**config.mk**
```make
export PLATFORM = sky130hd
export DESIGN_NAME = pipe
export DESIGN_NICKNAME = d
export VERILOG_FILES = /design/src/rtl/pipe.sv
export SDC_FILE = /design/constraint.sdc
export NUM_CORES = 1
export LEC_CHECK = 0
export ABC_CLOCK_PERIOD_IN_PS = 1400
export CORE_AREA = 5 5 42 44
export DETAILED_ROUTE_END_ITERATION = 10
export DIE_AREA = 0 0 47 49
export GPL_ROUTABILITY_DRIVEN = 0
export PLACE_DENSITY = 0.34
export RECOVER_POWER = 100
export SETUP_SLACK_MARGIN = 0.5
export SYNTH_ARGS = -nofsm -noshare
export SYNTH_HDL_FRONTEND = slang
export SYNTH_SLANG_ARGS = --single-unit
```
**constraint.sdc**
```tcl
create_clock -name clk -period 1.4 [get_ports clk]
set_input_delay 0.14 -clock clk [delete_from_list [all_inputs] [get_ports clk]]
set_output_delay 0.14 -clock clk [all_outputs]
set_load 0.05 [all_outputs]
```
**src/rtl/pipe.sv**
```systemverilog
// Parameterised shift-register delay line: LENGTH stages of WIDTH bits, async active-low reset.
// Optional macro PIPE_TAPS_EN adds a taps port exposing every stage.
module pipe #(
  parameter int unsigned      LENGTH    = 10,
  parameter int unsigned      WIDTH     = 1,
  parameter logic [WIDTH-1:0] RESET_VAL = '0
) (
  input  logic             clk,
  input  logic             rst,
  input  logic [WIDTH-1:0] in,
  output logic [WIDTH-1:0] out
`ifdef PIPE_TAPS_EN
  ,
  output logic [((LENGTH > 0) ? LENGTH : 1)*WIDTH-1:0] taps
`endif
);

  if (LENGTH == 0) begin : g_wire
    assign out = in;
`ifdef PIPE_TAPS_EN
    // No stages exist, so the taps bus has nothing to carry and is tied off.
    assign taps = '0;
`endif
  end else begin : g_regs
    // Packed so stage[k] lands at bits k*WIDTH, matching the taps layout.
    logic [LENGTH-1:0][WIDTH-1:0] stage;

    for (genvar k = 0; k < LENGTH; k++) begin : g_stage
      if (k == 0) begin : g_head
        always_ff @(posedge clk or negedge rst) begin
          if (!rst) stage[k] <= RESET_VAL;
          else      stage[k] <= in;
        end
      end else begin : g_body
        always_ff @(posedge clk or negedge rst) begin
          if (!rst) stage[k] <= RESET_VAL;
          else      stage[k] <= stage[k-1];
        end
      end
    end

    assign out = stage[LENGTH-1];
`ifdef PIPE_TAPS_EN
    assign taps = stage;
`endif
  end

endmodule

```
==> Word level (Yosys, flattened, before mapping) <==
Cells that the tools add are included.
Widths: inputs -> output; s select.
{ "totals": {"ff_bits": 10, "in_bits": 3, "output_inout_bits": 1, "elab_cells": 10} }

==> Logic depth before layout (Yosys ltp) <==
Gate-level depths: netlist of run 1.
{ "depth": {"word_depth": 0, "mapped_depth": 0, "depth_no_buf": 0} }

==> Least setup slack after synthesis of run 1 <==
Ideal clock, no wire load.
{ "synth_path": {"path_type": "register -> output", "startpoint": "register g_regs.stage (netlist bit out)", "endpoint": "output port out", "t_arrival_ns": 0.586, "required_time_ns": 1.260, "setup_slack_ns": 0.674, "stages_incl_launch_ff": 1, "n_path_buf": 0, "cell_sequence": "dfrtp_1"} }
{ "synth_lines": {"columns": ["element", "line", "rtl"], "rows": [
  ["start: declaration", "26", "logic [LENGTH-1:0][WIDTH-1:0] stage;"],
  ["start signal: indexed assignment", "37", "else stage[k] <= stage[k-1];"],
  ["end: declaration", "11", "output logic [WIDTH-1:0] out"]
]} }
No word-level cell between the ends.

==> Worst setup path in the final report of run 1 <==
{ "layout_path": {"startpoint": "register g_regs.stage (netlist bit out)", "endpoint": "output port out"} }
No word-level cell between the ends.

==> results of run 1 <==
routing by layer:
| metal | vias up | global-route usage (%) | share of wire, % |
|---|---|---|---|
| met1 | 51 | 3.44 | 42 |
| met2 | 4 | 4.07 | 42 |
| li1 | 42 | - | - |
| met4 | 0 | 2.76 | 0 |
| met3 | 0 | 5.90 | 15 |
| met5 | - | 0 | 0 |
cells in the mapped netlist, drive strengths merged:
| cell type | n | area (sq um) |
|---|---|---|
| dfrtp | 10 | 250 |
power by group through the flow:
stage | clock network, W | registers [W] | logic (W)
floorplan | 0 | 0.000317 | 0
finish | 0.000178 | 0.000307 | 0.0000159
CTS | 0.000194 | 0.000308 | 0.0000194
global route | 0.000205 | 0.000308 | 0.0000182
global placement | 0 | 0.000313 | 0.0000183
detailed placement | 0 | 0.000312 | 0.0000188
logic make-up (layout without fill, tap and decap cells):
kind of cell | count (synthesis) | count (layout) | share of synthesized area [%]
flip-flops | 10 | 10 | 100
buffers and inverters | 0 | 6 | 0
placed cells by master (no fill, tap or decap), drive strengths merged:
| master | n |
|---|---|
| dfrtp | 10 |
| dlygate4sd3 | 2 |
| clkbuf | 4 |
timing repair:
item                                    4_1_cts  5_1_grt
endpoints found under the hold margin         0        0
endpoints found under the setup margin        1        1
resized for setup                             1        0
stage by stage:
stage | power (W) | util [%]
after floorplan | 0.000317 | -
after global placement | 0.000331 | 21.3
after detailed placement | 0.000331 | 21.3
after CTS | 0.000521 | 23.1
after global routing | 0.000532 | 22.7
final | 0.000501 | 22.7
flip-flops by register name (all words and copies together) (netlist names):
register / flops
out: 1
g_regs.stage: 9
cell type report:
type	count	area [sq um]	area share (%)
well taps	16	20.0	6.30
repair buffers	3	25.0	7.87
flip-flops and latches	10	250	78.7
clock buffers	3	22.5	7.09
worst paths after layout:
path | startpoint | endpoint | slack [ns] | cells after the start
worst max-delay path | out$_DFF_PN0_ | out | 0.43 | 1
worst min-delay path | rst | g_regs.stage[6]$_DFF_PN0_ | 0.26 | 1
worst max register to register | g_regs.stage[1]$_DFF_PN0_ | g_regs.stage[2]$_DFF_PN0_ | 0.93 | 0
min in group clk | g_regs.stage[4]$_DFF_PN0_ | g_regs.stage[5]$_DFF_PN0_ | 0.35 | 0
worst min register to register | g_regs.stage[4]$_DFF_PN0_ | g_regs.stage[5]$_DFF_PN0_ | 0.35 | 0
max in group asynchronous | rst | g_regs.stage[0]$_DFF_PN0_ | 0.84 | 1
==> results.md, run 1 <==
- Final Hold Viols: 0
- WS Path Type: flip-flop to primary output
- First-pass GRT wire length: roughly 520 um
- Clk pwr share: between 30 and 40%
- Clock sink count: 10
- CTS Buf Count: 3
- F_max: ~1.0 GHz
- Ant diodes: 0
- Sequential Power Share: about three fifths
- Routed Wire Length: a little over 300 um
- Worst path top cell family by delay: flip-flops
- Multi-input gate count: 0
- Gr ovfl total: 0
- Drt pass-1 iters: 1
- Syn nets: 13
- Vias: 97
- Filler Cell Count: between 150 and 200
- Fraction of final layout cells with drive strength greater than 1: 25.0%
- Leak: approximately 0.14 nW
- Port bufs: 3
- Pins over their slew limit: 0
- P per Cell Area: approximately 1600 nW/um^2
- Die Y: 49 um
- Initial Util: 17.9%
- Period utilization: a little over two thirds
- Via/cell ratio: approximately 3.0
- Worst-path cell chain: clkbuf_2
- Pin count of the biggest net entering global routing: 11
- CP startpoint kind: flip-flop
- TritonCTS clock tree: built
- Comb pwr share: 3.2%
- WHS: 0.263 ns
- Initial antenna violation count: 0
- Clock Skew: roughly 0.00068 ns
- Crit. End Element: primary output
- Critical path data arrival time: between 0.8 and 0.9 ns
- Non-Filler Instances: 32
- Post-Synthesis Cells: 10
- DP Area: 298 sq um
- Crit Path Max Fanout: 1
- GRT Overall Usage: just under 4%
- Clock Latency Late Sink: 0.25 ns
- Area of the multi-input gates: 0 sq um
- Total of max-cap violations: 0
- CTS H-tree depth: 1
- Final setup margin: 0.428 ns
- Clock tree root buffer cell: clkbuf_4
- Post-CTS Hold Fix Bufs: 0
- Synth cell types: 1
- Clk slew on worst S/H paths: around 0.060 ns
- Fin Setup TNS: 0 ns
- Cell count after placement: 29
- Pre-CTS WS: slightly below 0.6 ns
- Relative slew slack: around 71%
- Clock tree buffer depth: 2
- DRC errors left: 0
- Data required, critical path: around 1.3 ns
- Sw Share: around a fifth
- Total I/O pin count: 4
- Initial DRC count: 0
- Cell area after layout: between 300 and 400 sq um
- Status: completed
- Final setup violation count: 0
- Synthesis-to-finish area growth: 27.0%
- Worst Max-Slew Pin Slew: between 0.4 and 0.5 ns
- Crit path buf inv count: 1
- VDD IR max: between 0.4 and 0.5 mV
- Post-Syn Area: approximately 250 sq um
- #FFs+latches synth: 10
- Final ANT Viol Nets: 0
- Die area: 2300 sq um
- Post-layout min period: between 0.9 and 1 ns
- Slowest-stage cell, CP: dfrtp_1
- Pint: roughly 0.0004 W
- # rows: 14
- CP max stage delay: about 0.35 ns
- Switch Pwr: roughly 0.000095 W
- Fin nets: 21
- Core ar.: roughly 1400 sq um
- Vias in the first global route: 126
- Ys Warns: 0
- Die W: roughly 47 um
- Post-CTS setup buffers: 0
- Register area share after synthesis: 100%
- Syn avg cell area: about 25 sq um
- Hold Path Class: input port to async pin
- RSZ-0062 raised after global routing: yes
- WL/cell: about 9.5 um
No activity file was read; power rests on OpenSTA's default activity.
==> run 2: changes to the inputs <==
--- a/config.mk
+++ b/config.mk
@@ -5,7 +5,7 @@
 export SDC_FILE = /design/constraint.sdc
 export NUM_CORES = 1
 export LEC_CHECK = 0
-export ABC_CLOCK_PERIOD_IN_PS = 1400
+export ABC_CLOCK_PERIOD_IN_PS = 1000
 export CORE_AREA = 5 5 42 44
 export DETAILED_ROUTE_END_ITERATION = 10
 export DIE_AREA = 0 0 47 49
==> constraint.sdc (replaced) <==
create_clock -name clk -period 1 [get_ports clk]
set_input_delay 0.1 -clock clk [delete_from_list [all_inputs] [get_ports clk]]
set_output_delay 0.1 -clock clk [all_outputs]
set_load 0.05 [all_outputs]
==> run 2 against run 1 <==
  * Sequential power rose by 41%
  * Critical endpoint unchanged
  * Setup slack got worse by 0.36 ns
  * Clock skew rose by 0.012 ns
  * Sequential cell count did not move
  * Critical path depth did not move
  * Non-clock buffer count rose by 1
  * Utilization rose by 1.3 points
  * First-iteration DRC count rose by 2
==> results.md, run 2 (synthesized netlist as in run 1, its figures left out) <==
- Final setup violation count: 0
- Pre-CTS WS: approximately 0.35 ns
- Die W: between 40 and 50 um
- Relative slew slack: ~76%
- Period utilization: between 90% and 100%
- Multi-input gate count: 0
- Initial Util: 17.9%
- Final ANT Viol Nets: 0
- Fin Setup TNS: 0 ns
- Total of max-cap violations: 0
- CTS Buf Count: 3
- TritonCTS clock tree: built
- Initial antenna violation count: 0
- Ant diodes: 0
- Switch Pwr: between 0.0001 and 0.00015 W
- Fraction of final layout cells with drive strength greater than 1: between 20% and 30%
- Clock sink count: 10
- GRT Overall Usage: ~4.5%
- Worst Max-Slew Pin Slew: 0.354 ns
- Clock tree root buffer cell: clkbuf_4
- Most frequent cells in the layout: dfrtp_1 (9), clkbuf_4 (3), clkbuf_1 (2), dlygate4sd3_1 (2)
- Final HPWL DP: approximately 220 um
- Commonest non-fill, non-tap cell in the layout: dfrtp_1
- Clock Latency Late Sink: approximately 0.26 ns
- WL/cell: roughly 10 um
- Vias in the first global route: 142
- Clk slew on worst S/H paths: about 0.07 ns
- # rows: 14
- Synthesis-to-finish area growth: 34.0%
- Data required, critical path: 0.90 ns
- Clock Skew: between 0.01 and 0.015 ns
- Routed Wire Length: around 340 um
- Crit path buf inv count: 1
- Hold Path Class: input port to async pin
- Drt pass-1 iters: 2
- Core ar.: between 1000 and 1500 sq um
- WHS: just under 0.1 ns
- Filler Cell Count: ~150
- Post-CTS Hold Fix Bufs: 0
- Post-layout min period: 0.931 ns
- Non-Filler Instances: 34
- Gr ovfl total: 0
- Leak: 0.147 nW
- Vias: roughly 110
- Via/cell ratio: between 3 and 4
- Critical path data arrival time: 0.83 ns
- Sequential Power Share: approximately 59%
- Sw Share: 19.7%
- Comb pwr share: 3.6%
- VDD IR max: 0.621 mV
- Max reg flops: 9
- Port bufs: 3
- CP max stage delay: around 0.40 ns
- Crit. End Element: primary output
- Total I/O pin count: 4
- Pint: 0.000589 W
- Final setup margin: between 0.06 and 0.07 ns
- Clock tree buffer depth: 2
- DRC errors left: 0
- Crit Path Max Fanout: 1
- Final Hold Viols: 0
- Fin nets: 22
- CTS H-tree depth: 1
- PostCTS Resize Cnt: 0
- Area of the multi-input gates: 0 sq um
- RSZ-0062 raised after global routing: yes
- Pins over their slew limit: 0
- Worst-path cell chain: clkbuf_8
- Top reg by flops: g_regs.stage
- Clk pwr share: between 30% and 40%
- Cell count after placement: 30
- First-pass GRT wire length: roughly 630 um
- Slowest-stage cell, CP: dfrtp_2
- Die Y: 49 um
- Layout Utilization: a little under a quarter
- Pin count of the biggest net entering global routing: 8
- Worst path top cell family by delay: flip-flops
- Die area: ~2300 sq um
- Initial DRC count: 2
- WS Path Type: flip-flop to primary output
- Status: completed
- P per Cell Area: between 2000 and 2500 nW/um^2
- Post-CTS setup buffers: 0
- F_max: about 1.1 GHz
- CP startpoint kind: flip-flop
## run 2: metrics by stage
step	total power [W]	area (sq um)
floorplan	0.000444	251
global placement	0.000473	319
detailed placement	0.000474	319
CTS	0.000765	345
global route	0.000776	335
finish	0.000734	335
## run 2: path summary, 6_finish.rpt
| path | startpoint | end | slack (ns) | depth (start not counted) |
|---|---|---|---|---|
| max in group asynchronous | rst | g_regs.stage[1]$_DFF_PN0_ | 0.35 | 2 |
| min in group clk | g_regs.stage[1]$_DFF_PN0_ | g_regs.stage[2]$_DFF_PN0_ | 0.33 | 0 |
| setup / recovery | out$_DFF_PN0_ | out | 0.07 | 1 |
| setup reg to reg | g_regs.stage[2]$_DFF_PN0_ | g_regs.stage[3]$_DFF_PN0_ | 0.50 | 0 |
| hold reg to reg | g_regs.stage[1]$_DFF_PN0_ | g_regs.stage[2]$_DFF_PN0_ | 0.33 | 0 |
| hold / removal | rst | g_regs.stage[7]$_DFF_PN0_ | 0.1 | 1 |
## run 2: area by class of cell
cell class | instances | area, sq um | share of cell area [%]
clock buffers | 4 | 26.3 | 7.84
flip-flops and latches | 10 | 251 | 75.0
well taps | 16 | 20.0 | 5.97
repair buffers | 4 | 37.5 | 11.2
## run 2: power groups by stage
stage | registers (W) | logic (W) | clock network (W)
floorplan | 0.000444 | 0 | 0
global placement | 0.000440 | 0.0000338 | 0
detailed placement | 0.000440 | 0.0000339 | 0
CTS | 0.000433 | 0.0000342 | 0.000298
global route | 0.000434 | 0.0000297 | 0.000313
finish | 0.000432 | 0.0000268 | 0.000275
## run 2: metal layers
| metal | part of all wire (%) | GRT usage, % | vias up |
|---|---|---|---|
| met1 | 36 | 4.35 | 60 |
| met3 | 17 | 4.80 | 0 |
| met2 | 46 | 4.98 | 6 |
| li1 | - | - | 45 |
| met5 | 0 | 0 | - |
| met4 | 0 | 4.15 | 0 |
==> run 3: changes to the inputs <==
--- a/config.mk
+++ b/config.mk
@@ -6,6 +6,7 @@
 export NUM_CORES = 1
 export LEC_CHECK = 0
 export ABC_CLOCK_PERIOD_IN_PS = 1000
+export CAP_MARGIN = 20
 export CORE_AREA = 5 5 42 44
 export DETAILED_ROUTE_END_ITERATION = 10
 export DIE_AREA = 0 0 47 49
==> results of run 3 <==
The final DEF is identical to that of run 2; final timing and power are the same.
